===== config.mk =====
export PLATFORM = sky130hd
export DESIGN_NAME = serial_subtractor
export DESIGN_NICKNAME = d
export VERILOG_FILES = /design/src/rtl/serial_subtractor.sv
export SDC_FILE = /design/constraint.sdc
export NUM_CORES = 1
export LEC_CHECK = 0
export ABC_AREA = 0
export BUFFER_PORTS_ARGS = -buffer_cell sky130_fd_sc_hd__buf_2
export CAP_MARGIN = 10
export CORE_MARGIN = 4
export CORE_UTILIZATION = 48
export CTS_CLUSTER_SIZE = 28
export DETAILED_ROUTE_END_ITERATION = 10
export GPL_TIMING_DRIVEN = 0
export PLACE_DENSITY = 0.72
export RECOVER_POWER = 25
export SKIP_LAST_GASP = 1
export SLEW_MARGIN = 40
export SYNTH_ARGS = -nofsm -noshare
export SYNTH_HDL_FRONTEND = slang
export SYNTH_SLANG_ARGS = --single-unit

===== constraint.sdc =====
create_clock -name clk -period 1.2 [get_ports clk]
set_input_delay 0.24 -clock clk [delete_from_list [all_inputs] [get_ports clk]]
set_output_delay 0.24 -clock clk [all_outputs]
set_load 0.02 [all_outputs]

===== src/rtl/serial_subtractor.sv =====
// serial_subtractor: bit-serial a - b, one bit per clock, LSB first.
// A single full-subtractor slice plus a registered borrow walks through
// the operands; the result is assembled in a right-shifting register.
// Optional feature macro: SERIAL_SUB_SAT_EN (unsigned saturating subtract:
// diff is forced to 0 at done when the final borrow is 1).
//
// Handshake: start is sampled only while busy=0 (state IDLE). An accepted
// start captures a/b; busy is high for exactly WIDTH cycles; done is a
// one-cycle pulse in the cycle after the last slice, with diff/bout valid
// and held until the next done. start while busy=1 is dropped, not queued.
// d_valid qualifies d_bit, one streamed difference bit per RUN cycle.
module serial_subtractor #(
    parameter int WIDTH = 8
) (
    input  logic             clk,
    input  logic             rst,
    input  logic             start,
    input  logic [WIDTH-1:0] a,
    input  logic [WIDTH-1:0] b,
    output logic             busy,
    output logic             done,
    output logic [WIDTH-1:0] diff,
    output logic             bout,
    output logic             d_bit,
    output logic             d_valid,
    output logic             dbg_state
);

    localparam int CNT_W = (WIDTH > 1) ? $clog2(WIDTH) : 1;
    localparam logic [CNT_W-1:0] LAST_CNT = CNT_W'(WIDTH - 1);

    typedef enum logic {
        IDLE = 1'b0,
        RUN  = 1'b1
    } state_t;

    state_t           state_q, state_d;
    logic [WIDTH-1:0] sa_q, sa_d;
    logic [WIDTH-1:0] sb_q, sb_d;
    logic [WIDTH-1:0] res_q, res_d;
    logic [WIDTH-1:0] diff_q, diff_d;
    logic [CNT_W-1:0] cnt_q, cnt_d;
    logic             borrow_q, borrow_d;
    logic             bout_q, bout_d;
    logic             done_q, done_d;
    logic             d_bit_q, d_bit_d;
    logic             d_valid_q, d_valid_d;

    logic             slice_diff;
    logic             slice_bout;
    logic [WIDTH-1:0] full_res;

    // Full-subtractor slice on the current LSBs and the carried borrow
    always_comb begin
        slice_diff = sa_q[0] ^ sb_q[0] ^ borrow_q;
        slice_bout = (~sa_q[0] & sb_q[0]) | (~(sa_q[0] ^ sb_q[0]) & borrow_q);
    end

    // Result as it stands once the current slice bit is shifted in
    assign full_res = {slice_diff, res_q[WIDTH-1:1]};

    // State register and datapath flops; reset clears everything
    always_ff @(posedge clk) begin
        if (rst) begin
            state_q   <= IDLE;
            sa_q      <= '0;
            sb_q      <= '0;
            res_q     <= '0;
            diff_q    <= '0;
            cnt_q     <= '0;
            borrow_q  <= 1'b0;
            bout_q    <= 1'b0;
            done_q    <= 1'b0;
            d_bit_q   <= 1'b0;
            d_valid_q <= 1'b0;
        end else begin
            state_q   <= state_d;
            sa_q      <= sa_d;
            sb_q      <= sb_d;
            res_q     <= res_d;
            diff_q    <= diff_d;
            cnt_q     <= cnt_d;
            borrow_q  <= borrow_d;
            bout_q    <= bout_d;
            done_q    <= done_d;
            d_bit_q   <= d_bit_d;
            d_valid_q <= d_valid_d;
        end
    end

    // Next-state and datapath update; done/d_valid default low so they pulse
    always_comb begin
        state_d   = state_q;
        sa_d      = sa_q;
        sb_d      = sb_q;
        res_d     = res_q;
        diff_d    = diff_q;
        cnt_d     = cnt_q;
        borrow_d  = borrow_q;
        bout_d    = bout_q;
        done_d    = 1'b0;
        d_bit_d   = d_bit_q;
        d_valid_d = 1'b0;
        case (state_q)
            IDLE: begin
                if (start) begin
                    sa_d     = a;
                    sb_d     = b;
                    res_d    = '0;
                    borrow_d = 1'b0;
                    cnt_d    = '0;
                    state_d  = RUN;
                end
            end
            RUN: begin
                sa_d      = sa_q >> 1;
                sb_d      = sb_q >> 1;
                res_d     = full_res;
                borrow_d  = slice_bout;
                d_bit_d   = slice_diff;
                d_valid_d = 1'b1;
                if (cnt_q == LAST_CNT) begin
                    // Counter is left at its last value; IDLE reloads it
                    state_d = IDLE;
                    done_d  = 1'b1;
                    bout_d  = slice_bout;
`ifdef SERIAL_SUB_SAT_EN
                    diff_d  = slice_bout ? '0 : full_res;
`else
                    diff_d  = full_res;
`endif
                end else begin
                    cnt_d = cnt_q + 1'b1;
                end
            end
            default: state_d = IDLE;
        endcase
    end

    assign busy      = (state_q == RUN);
    assign dbg_state = state_q;
    assign done      = done_q;
    assign diff      = diff_q;
    assign bout      = bout_q;
    assign d_bit     = d_bit_q;
    assign d_valid   = d_valid_q;

endmodule


---- After elaboration in Yosys (flattened, before gate mapping) ----
Index checks and enable logic that the tools add are counted.
cells by class
  divide/modulo/power cells ............... 0
  add/sub/neg operators ................... 1
  multiply operators ...................... 0
  mux-type cells .......................... 16
  equality and inequality tests ........... 3
  shift operators ......................... 0
  reductions and logical operators ........ 3
  bitwise logic cells ..................... 8
  magnitude comparators ................... 0
operators with widths
  cell                                                            count
  8-bit one-hot mux with 2 select lines                           3
  8-bit two-way mux                                               3
  3-bit two-way mux                                               2
  3-bit one-hot mux with 2 select lines                           1
  1-bit two-way mux                                               5
  2-bit inequality test (second input constant)                   2
  1-bit one-hot mux with 2 select lines                           2
  2-bit AND reduction                                             2
  3-bit by 1-bit adder with 3-bit output (second input constant)  1
  3-bit equality test (second input constant)                     1
  1-bit NOT                                                       3
  1-bit bitwise AND                                               2
  2-bit OR reduction                                              1
  1-bit bitwise XOR                                               2
  1-bit OR                                                        1
storage, ports and cells
  memories kept ........................... 0
  latch bits .............................. 0
  bits of input ports ..................... 19
  output and inout port bits .............. 14
  bits in read-only memories .............. 0
  register bits after elaboration ......... 41
  bits in writable memories ............... 0
  word-level logic and storage cells ...... 42

---- Depth between registers and ports, before layout ----
Gate-level depths: netlist (run 1).
  word-level depth ........................ 5
  depth in mapped cells ................... 6
  gate-level depth less buffers ........... 5

---- Worst setup path before layout (run 1) ----
Ideal clock, no wire load.
  kind .................................... flip-flop to flip-flop
  start ................................... reg cnt_q[0]
  end ..................................... reg bout_q, in the netlist bout
  slack ................................... -0.090 ns
  period minus slack after synthesis ...... 1.290 ns
  cell stages (with the launch flop) ...... 6
  library setup time ...................... 0.086 ns
  arrival time ............................ 1.204 ns
  path buffers ............................ 1
  data required time ...................... 1.114 ns
  path through ............................ dfxtp_1 ha_1 ha_1 and2_4 buf_6 a211oi_1
between the ends
  longest elaborated chain between the ends .. 2
RTL lines
  element                        line  source
  start, declared                42    logic [CNT_W-1:0] cnt_q, cnt_d;
  start signal, assigned         82    cnt_q <= cnt_d;
  3-bit equality test            122   if (cnt_q == LAST_CNT) begin
  2-bit AND reduction (no line)  --
  end signal, assigned           84    bout_q <= bout_d;
  end, declared                  44    logic bout_q, bout_d;
No other way between the ends.
A chain may end at the register's enable or synchronous reset.

---- Worst setup path in the final report (run 1) ----
  start ................................... reg cnt_q[0]
  end ..................................... reg diff_q[6], in the netlist diff[6]
between the ends
  longest elaborated chain between the ends .. 2
RTL lines
  element                        line  source
  3-bit equality test            122
  2-bit AND reduction (no line)  --
  end signal, assigned           81    diff_q <= diff_d;
  end, declared                  41    logic [WIDTH-1:0] diff_q, diff_d;
No other way between the ends.

==> results.yml, run 1 <==
drt:
  postRouteAntennaNets: 0
  dr.first_iter.drc_count: 85
  vias: 1366
  wl_mm: 3.75
  via_per_inst: 4.97
  drc_errors: 0
  first_pass_iters: 4
  wl_per_cell_um: 13.6
critical_path:
  crit_path_max_incr_delay_ns: 0.36
  r2r_cells: 6
  worstSetupPathType: "reg2reg"
  critPathTopFamily: "flip-flops"
  critPathSlowestCell: "dfxtp_2"
  worst_ep_arrival_time_ns: 1.49
  rrSetupSlack_ns: -0.06
  cp_max_fo: 5
  r2r-end: "diff[6]"
  critPathCaptureType: "register"
  worstPathRequired_ns: 1.43
  path_cells: "ha_4, ha_4, and2_4, buf_8, nand2_1, a21oi_1"
  crit_top_cell: "ha_4"
  cp-start-kind: "register"
  reg2reg_from: "cnt_q[0]"
  critPathBufInv: 1
sta:
  finalHoldWorstSlack_ns: 0.167
  hold_viol_final: 0
  min_period_ns: 1.26
  setup_viol: 18
  tns_ns: -0.654
  worstMarginPinSlew_ns: 0.596
  fin_skew_ns: 0.0189
  fin_ws_ns: -0.0617
  fin_crit_sh_pct: 105
  grt_setup_unrepaired: "yes"
  relSlewSlack_pct: 60.2
  max_freq_mhz: 793
  maxSlewViolCount: 0
worst_hold_path:
  worstHoldPathCells: 3
  hp-class: "in2reg"
  hp-start: "a[7]"
  holdPathEnd: "sa_q[7]"
placed_design:
  dpl.hpwl_mm: 2.39
  port-buffer-count: 30
  dpl_cell_area_mm2: 0.00194
  gp_congestion: 0.750
  post-place-cells: 264
  pre_cts_slack_ns: -0.0547
clocking:
  cts-root-buf: "clkbuf_4"
  cts_max_level: 2
  cts_buffer_depth: 2
  cts.sinks: 40
  clock_latency_ns: 0.36
  cts_buffers: 5
  cts_tree: "yes"
  cts.reportedPaths.clkPinSlew_ns: 0.13
  cts_hold_buf: 0
global_route:
  grt_antenna_before_repair: 0
  grt_max_degree: 13
  overflow: 0
  first_global_vias: 1232
  grt_pass1_wl_mm: 5.93
  grtUsageTotal_pct: 18.2
layout:
  syn2layout_area_growth_pct: 27.0
  final_common_cell: "dfxtp_1"
  stdcell_area_mm2: 0.00217
  finalNonFillerCells: 275
  final_core_util_pct: 64.0
  insertedDiodeCount: 0
  nets: 250
  mostFrequentLayoutCells: "dfxtp_1, buf_2, nand2_1"
  drive_gt1_share_pct: 34.1
pwr:
  finalPower_mw: 2.72
  power_leakage_nw: 0.943
  ir_drop_mv: 0.925
  cellPowerDensity_mw_per_mm2: 1260
yosys:
  synth_seq_cells: 40
  synthesis.area_mm2: 0.00171
  synth.top_cells.by_area: "dfxtp_1, mux2i_1, nand2_1"
  synth_top_area_share_pct: 46.9
  synth_seq_area_share_pct: 46.9
  syn-num-nets: 210
  synthCells: 188
  yosysTopAreaCell: "dfxtp_1"
  yosysWarningCount: 0
  ys_types: 28
  syn_area_per_cell_um2: 9.08
job:
  maxCapViolCount: 0
run_status:
  status: "complete, but fails checks"
  violations: "setup timing"
floorplan:
  dieArea_mm2: 0.00458
  rows: 21
  die_x_um: 67.7
  fp.coreArea_mm2: 0.00339
  fp.dieH_um: 67.7
  start_util_pct: 50.4
  io_pins: 33
-- cell type report --
class | instances | area [um^2]
fillers | 302 | 1220
inverters | 3 | 11.3
clock buffers | 7 | 65.1
plain buffers | 15 | 123
repair buffers | 33 | 199
multi-input cells | 130 | 878
clock inverters | 1 | 30.0
flip-flops and latches | 40 | 806
well taps | 46 | 57.6
-- worst max-delay path by stage --
stage                   end  depth (start not counted)  slack, ns     start
finish              diff[6]                          6      -0.06  cnt_q[0]
global route           bout                          5      -0.12  cnt_q[0]
CTS                    bout                          5      -0.04  cnt_q[0]
detailed placement     bout                          5      -0.05  cnt_q[1]
global placement       bout                          5      -0.05  cnt_q[1]
floorplan              bout                          5       0.01  cnt_q[1]
-- Yosys cell counts, drive strengths merged --
master	count
and2b	3
a21oi	19
or3b	1
nor3	3
nor2b	12
nor2	10
nand2	33
o31a	1
mux2i	17
a211oi	2
nand2b	2
nand3b	1
ha	2
o21ai	16
clkbuf	5
nor3b	6
inv	3
fa	1
and2	1
buf	10
dfxtp	40
-- cell families (layout without fill, tap and decap cells) --
group           after synthesis  in the layout  synth area share [%]
simple gates                 72             72                  21.5
mux                          17             17                  9.96
buf+inv                      18             59                  7.40
flops                        40             40                  46.9
compound gates               38             38                  11.6
fa+ha+maj                     3              3                  2.64
-- power breakdown --
group          internal, mW  switching (mW)
Combinational         0.146           0.165
Sequential             1.38          0.0287
Clock                 0.553           0.455
Total                  2.08           0.649
-- timing repair --
item / in CTS / in global routing
gates resized for setup: 14 / 20
endpoints found under the setup margin: 14 / 22
buffers inserted: 2 / 0
endpoints found under the hold margin: 0 / 0
pin swaps: 6 / 3
gates cloned: 1 / 0
-- worst register-to-register path: cells and delay by family (launching register included) --
kind / cells / cell delay (ns)
buf+inv: 1 / 0.13
simple gates: 2 / 0.25
compound gates: 1 / 0.05
flops: 1 / 0.36
fa+ha+maj: 2 / 0.32
-- sequential cells by signal, indices dropped and copies added, names as in the netlist --
| signal | cells |
|---|---|
| diff | 8 |
| sa_q | 8 |
| sb_q | 8 |
| res_q | 7 |
| cnt_q | 3 |
| borrow_q | 1 |
| bout | 1 |
| busy | 1 |
| d_bit | 1 |
| d_valid | 1 |
| done | 1 |
-- routing by layer --
| metal | GRT usage (%) | share of wire (%) | vias to the layer above | routed length (um) |
|---|---|---|---|---|
| met2 | 26.6 | 46 | 31 | 1720 |
| met3 | 5.82 | 4.9 | 5 | 183 |
| met1 | 23.8 | 47 | 626 | 1770 |
| met5 | 0 | 0 | - | 0 |
| li1 | - | - | 704 | - |
| met4 | 9.62 | 1.9 | 0 | 71 |
Power figures use the tool's default switching activity.
==> inputs of run 2 (changes only) <==
--- a/config.mk
+++ b/config.mk
@@ -15,7 +15,6 @@
 export GPL_TIMING_DRIVEN = 0
 export PLACE_DENSITY = 0.72
 export RECOVER_POWER = 25
-export SKIP_LAST_GASP = 1
 export SLEW_MARGIN = 40
 export SYNTH_ARGS = -nofsm -noshare
 export SYNTH_HDL_FRONTEND = slang
==> results.yml, run 2 (same netlist as run 1, synthesis figures left out) <==
clocking:
  clock_latency_ns: 0.35
  cts_tree: "yes"
  cts_hold_buf: 0
  cts_buffer_depth: 2
  cts_max_level: 2
  cts_buffers: 5
  cts.reportedPaths.clkPinSlew_ns: 0.13
  cts-root-buf: "clkbuf_4"
  cts.sinks: 40
placed_design:
  dpl_cell_area_mm2: 0.00194
  dpl.hpwl_mm: 2.39
  gp_congestion: 0.750
  port-buffer-count: 30
drt:
  wl_per_cell_um: 13.7
  drc_errors: 0
  postRouteAntennaNets: 0
  wl_mm: 3.78
  first_pass_iters: 4
  via_per_inst: 5.01
  dr.first_iter.drc_count: 78
  vias: 1379
sta:
  hold_viol_final: 0
  setup_viol: 16
  fin_crit_sh_pct: 105
  finalHoldWorstSlack_ns: 0.171
  maxSlewViolCount: 0
  worstMarginPinSlew_ns: 0.588
  grt_setup_unrepaired: "yes"
  fin_ws_ns: -0.0649
  max_freq_mhz: 791
  min_period_ns: 1.26
  fin_skew_ns: 0.0158
  relSlewSlack_pct: 60.8
layout:
  stdcell_area_mm2: 0.00218
  mostFrequentLayoutCells: "dfxtp_1, buf_2, nand2_1"
  syn2layout_area_growth_pct: 27.8
  final_common_cell: "dfxtp_1"
  fillCellCount: 299
  nets: 250
  insertedDiodeCount: 0
  drive_gt1_share_pct: 34.1
pwr:
  cellPowerDensity_mw_per_mm2: 1250
  share_comb_of_total_power_pct: 11.6
  netSwitchingFraction_pct: 23.8
  power_frac_seq_pct: 51.5
  p_switching_uw: 648
  p_int_mw: 2.08
  ir_drop_mv: 0.913
  clkPwrFrac_pct: 36.9
  power_leakage_nw: 0.932
global_route:
  first_global_vias: 1232
  grt_max_degree: 13
  overflow: 0
  grt_pass1_wl_mm: 5.93
  grtUsageTotal_pct: 18.2
  grt_antenna_before_repair: 0
critical_path:
  r2r_cells: 5
  critPathLaunch: "cnt_q[0]"
  cp-start-kind: "register"
  worstSetupPathType: "reg2reg"
  cp_max_fo: 5
  rrSetupSlack_ns: -0.06
  worst_ep_arrival_time_ns: 1.55
  reg2reg_from: "cnt_q[0]"
  r2r-end: "bout"
  critPathCaptureType: "register"
  worstPathRequired_ns: 1.48
floorplan:
  dieArea_mm2: 0.00458
  fp.dieH_um: 67.7
  start_util_pct: 50.4
  io_pins: 33
  rows: 21
  fp.coreArea_mm2: 0.00339
  die_x_um: 67.7
worst_hold_path:
  hp-class: "in2reg"
  holdPathEnd: "sa_q[7]"
  worstHoldPathCells: 3
  hp-start: "a[7]"
run_status:
  violations: "setup timing"
  status: "complete, but fails checks"
job:
  maxCapViolCount: 0
==> run 2: cell count changes in the layout (fill, tap and decap cells not counted) <==
cell	delta
nand2_8	+1
clkbuf_4	+3
clkbuf_2	-1
buf_6	-1
nand2_4	-1
buf_4	+1
buf_2	-2
==> run 2: what timing repair did <==
item                                    CTS  global route
setup buffers                             2             0
cloned                                    1             0
pin swaps                                 8             2
resized for setup                        15            21
endpoints found under the setup margin   14            22
==> run 2: per-layer routing <==
metal | share of wire, % | global-route usage (%) | vias up
li1 | - | - | 708
met1 | 47 | 23.8 | 643
met2 | 46 | 26.6 | 23
met3 | 4.5 | 5.82 | 5
met4 | 1.9 | 9.62 | 0
met5 | 0 | 0 | -
==> run 2: cell type report <==
type	count	area, um^2	share of cell area, %
clock inverters	1	30.0	1.38
well taps	46	57.6	2.64
plain buffers	15	126	5.79
multi-input cells	130	887	40.7
flip-flops and latches	40	806	36.9
inverters	3	11.3	0.516
clock buffers	7	65.1	2.98
repair buffers	33	199	9.12
==> run 2: how the worst max path moves through the flow <==
stage | endpoint | slack [ns] | cells after the start
2_1_floorplan | bout | 0.01 | 5
3_3_place_gp | bout | -0.05 | 5
3_5_place_dp | bout | -0.05 | 5
4_1_cts | bout | -0.04 | 5
5_1_grt | bout | -0.12 | 5
6_report | bout | -0.06 | 5
==> run 2: critical path: stages, from the launching register on <==
cell,delay [ns]
dfxtp_2,0.36
ha_4,0.16
ha_4,0.16
and2_4,0.19
buf_8,0.13
a211oi_2,0.18
==> run 2: power by group through the flow <==
stage          sequential [mW]  combinational [mW]  clock (mW)
6_report                  1.40               0.316        1.01
4_1_cts                   1.40               0.300        1.00
5_1_grt                   1.41               0.353        1.07
2_1_floorplan             1.43               0.204           0
3_3_place_gp              1.43               0.287           0
3_5_place_dp              1.43               0.291           0
==> run 2: stage by stage <==
stage | total power, mW | instances | util (%) | setup TNS [ns] | worst slack [ns]
after CTS | 2.70 | 275 | 62.4 | -0.278 | -0.0423
after global placement | 1.72 | 264 | 57.1 | -0.257 | -0.0545
after floorplan | 1.64 | 188 | - | 0 | 0.0133
after global routing | 2.83 | 275 | 64.4 | -1.95 | -0.121
after detailed placement | 1.72 | 264 | 57.1 | -0.297 | -0.0547
final | 2.73 | 275 | 64.4 | -0.629 | -0.0649
==> inputs of run 3 (changes only) <==
--- a/config.mk
+++ b/config.mk
@@ -9,11 +9,11 @@
 export BUFFER_PORTS_ARGS = -buffer_cell sky130_fd_sc_hd__buf_2
 export CAP_MARGIN = 10
 export CORE_MARGIN = 4
-export CORE_UTILIZATION = 48
+export CORE_UTILIZATION = 36
 export CTS_CLUSTER_SIZE = 28
 export DETAILED_ROUTE_END_ITERATION = 10
 export GPL_TIMING_DRIVEN = 0
-export PLACE_DENSITY = 0.72
+export PLACE_DENSITY = 0.56
 export RECOVER_POWER = 25
 export SLEW_MARGIN = 40
 export SYNTH_ARGS = -nofsm -noshare
==> results.yml, run 3 (same netlist as run 1, synthesis figures left out) <==
run_status:
  status: "complete, but fails checks"
  violations: "setup timing"
pwr:
  power_leakage_nw: 0.877
  clkPwrFrac_pct: 47.1
  ir_drop_mv: 0.836
  p_int_mw: 2.56
  cellPowerDensity_mw_per_mm2: 1500
  share_comb_of_total_power_pct: 9.6
  p_switching_uw: 675
  netSwitchingFraction_pct: 20.9
  power_frac_seq_pct: 43.4
drt:
  postRouteAntennaNets: 0
  wl_mm: 3.64
  first_pass_iters: 4
  via_per_inst: 4.82
  vias: 1339
  wl_per_cell_um: 13.1
  dr.first_iter.drc_count: 70
  drc_errors: 0
layout:
  drive_gt1_share_pct: 27.0
  nets: 247
  fillCellCount: 451
  seq_area_um2: 805
  multi_input_area_um2: 848
  final_core_util_pct: 48.2
  insertedDiodeCount: 0
  stdcell_area_mm2: 0.00216
  final_common_cell: "dfxtp_1"
  syn2layout_area_growth_pct: 26.3
  mostFrequentLayoutCells: "dfxtp_1, nand2_1, buf_2"
floorplan:
  fp.coreArea_mm2: 0.00447
  start_util_pct: 38.2
  rows: 24
  io_pins: 33
  die_x_um: 76.9
  fp.dieH_um: 76.9
  dieArea_mm2: 0.00591
sta:
  relSlewSlack_pct: 65.5
  setup_viol: 7
  fin_crit_sh_pct: 101
  min_period_ns: 1.22
  fin_ws_ns: -0.0167
  hold_viol_final: 0
  max_freq_mhz: 822
  fin_skew_ns: 0.00316
  worstMarginPinSlew_ns: 0.518
  grt_setup_unrepaired: "yes"
  maxSlewViolCount: 0
clocking:
  cts_buffer_depth: 2
  cts.reportedPaths.clkPinSlew_ns: 0.08
  cts_buffers: 5
  cts.sinks: 40
  clock_latency_ns: 0.29
  cts_hold_buf: 0
  postCtsSetupBuffers: 0
  cts-root-buf: "clkbuf_8"
  cts_tree: "yes"
  cts_max_level: 2
critical_path:
  crit_top_cell: "ha_4"
  cp_max_fo: 5
  crit_path_max_incr_delay_ns: 0.35
  worstSetupPathType: "reg2reg"
  path_cells: "ha_4, ha_4, or3b_1, a21oi_1"
  worstPathRequired_ns: 1.41
  critPathLaunch: "cnt_q[1]"
  cp-start-kind: "register"
  worst_ep_arrival_time_ns: 1.43
  critPathSlowestCell: "or3b_1"
  reg2reg_from: "cnt_q[1]"
  critPathCaptureType: "register"
placed_design:
  port-buffer-count: 30
  dpl_cell_area_mm2: 0.00194
  dpl.hpwl_mm: 2.55
  gp_congestion: 0.693
global_route:
  grt_max_degree: 14
  overflow: 0
  first_global_vias: 1307
  grt_pass1_wl_mm: 6.28
  grt_antenna_before_repair: 0
  grtUsageTotal_pct: 13.3
worst_hold_path:
  hp-class: "in2reg"
  hp-start: "b[7]"
job:
  maxCapViolCount: 0
## run 3: cell types whose count changed in the layout (fill, tap and decap cells not counted), sizes merged
cell,before,now
buf,39,32
bufinv,1,3
clkbuf,16,18
## run 3: timing repair
action / in CTS / in global routing
resized for setup: 5 / 17
pin swaps: 4 / 3
endpoints found under the setup margin: 14 / 26
## run 3: final cells by class
cell class	instances	area share, %
tap	52	3.02
timing repair buffer	30	6.61
clock inverter	3	4.18
buffer	15	5.86
clock buffer	5	3.19
inverter	3	0.522
multi-input combinational	130	39.3
sequential	40	37.3
## run 3: metal layers
metal | routed length (um) | vias to the layer above | global-route usage, %
met5 | 0 | - | 0
li1 | - | 697 | -
met3 | 160 | 4 | 4.45
met4 | 31 | 0 | 3.26
met2 | 1630 | 20 | 20.5
met1 | 1820 | 618 | 17.8
## run 3: critical path: cells and delay by family (launching register included)
family	cells	cell delay, ns
simple gates	1	0.35
flops	1	0.34
compound gates	1	0.13
fa+ha+maj	2	0.33
## run 3: worst paths after layout
path              endpoint  cells after the start  slack [ns]
setup / recovery  cnt_q[0]                      4       -0.02
hold / removal     sb_q[7]                      3        0.25
setup reg to reg  cnt_q[0]                      4       -0.02
hold reg to reg    diff[2]                      2        0.45
## run 3: per-stage QoR
stage	setup slack, ns	TNS, ns	power, mW	hold slack, ns	std cells
after floorplan	0.0133	0	1.64	0.427	188
after global placement	-0.0610	-0.366	1.72	0.443	270
after detailed placement	-0.0593	-0.419	1.72	0.444	270
after CTS	-0.0149	-0.0776	3.24	0.250	278
after global routing	-0.0861	-0.919	3.38	0.279	278
final	-0.0167	-0.0485	3.24	0.251	278
## run 3: power groups by stage
| stage | clock network [mW] | logic, mW | registers (mW) |
|---|---|---|---|
| 6_report | 1.52 | 0.309 | 1.40 |
| 3_5_place_dp | 0 | 0.292 | 1.43 |
| 3_3_place_gp | 0 | 0.291 | 1.43 |
| 5_1_grt | 1.62 | 0.346 | 1.41 |
| 2_1_floorplan | 0 | 0.204 | 1.43 |
| 4_1_cts | 1.55 | 0.296 | 1.40 |
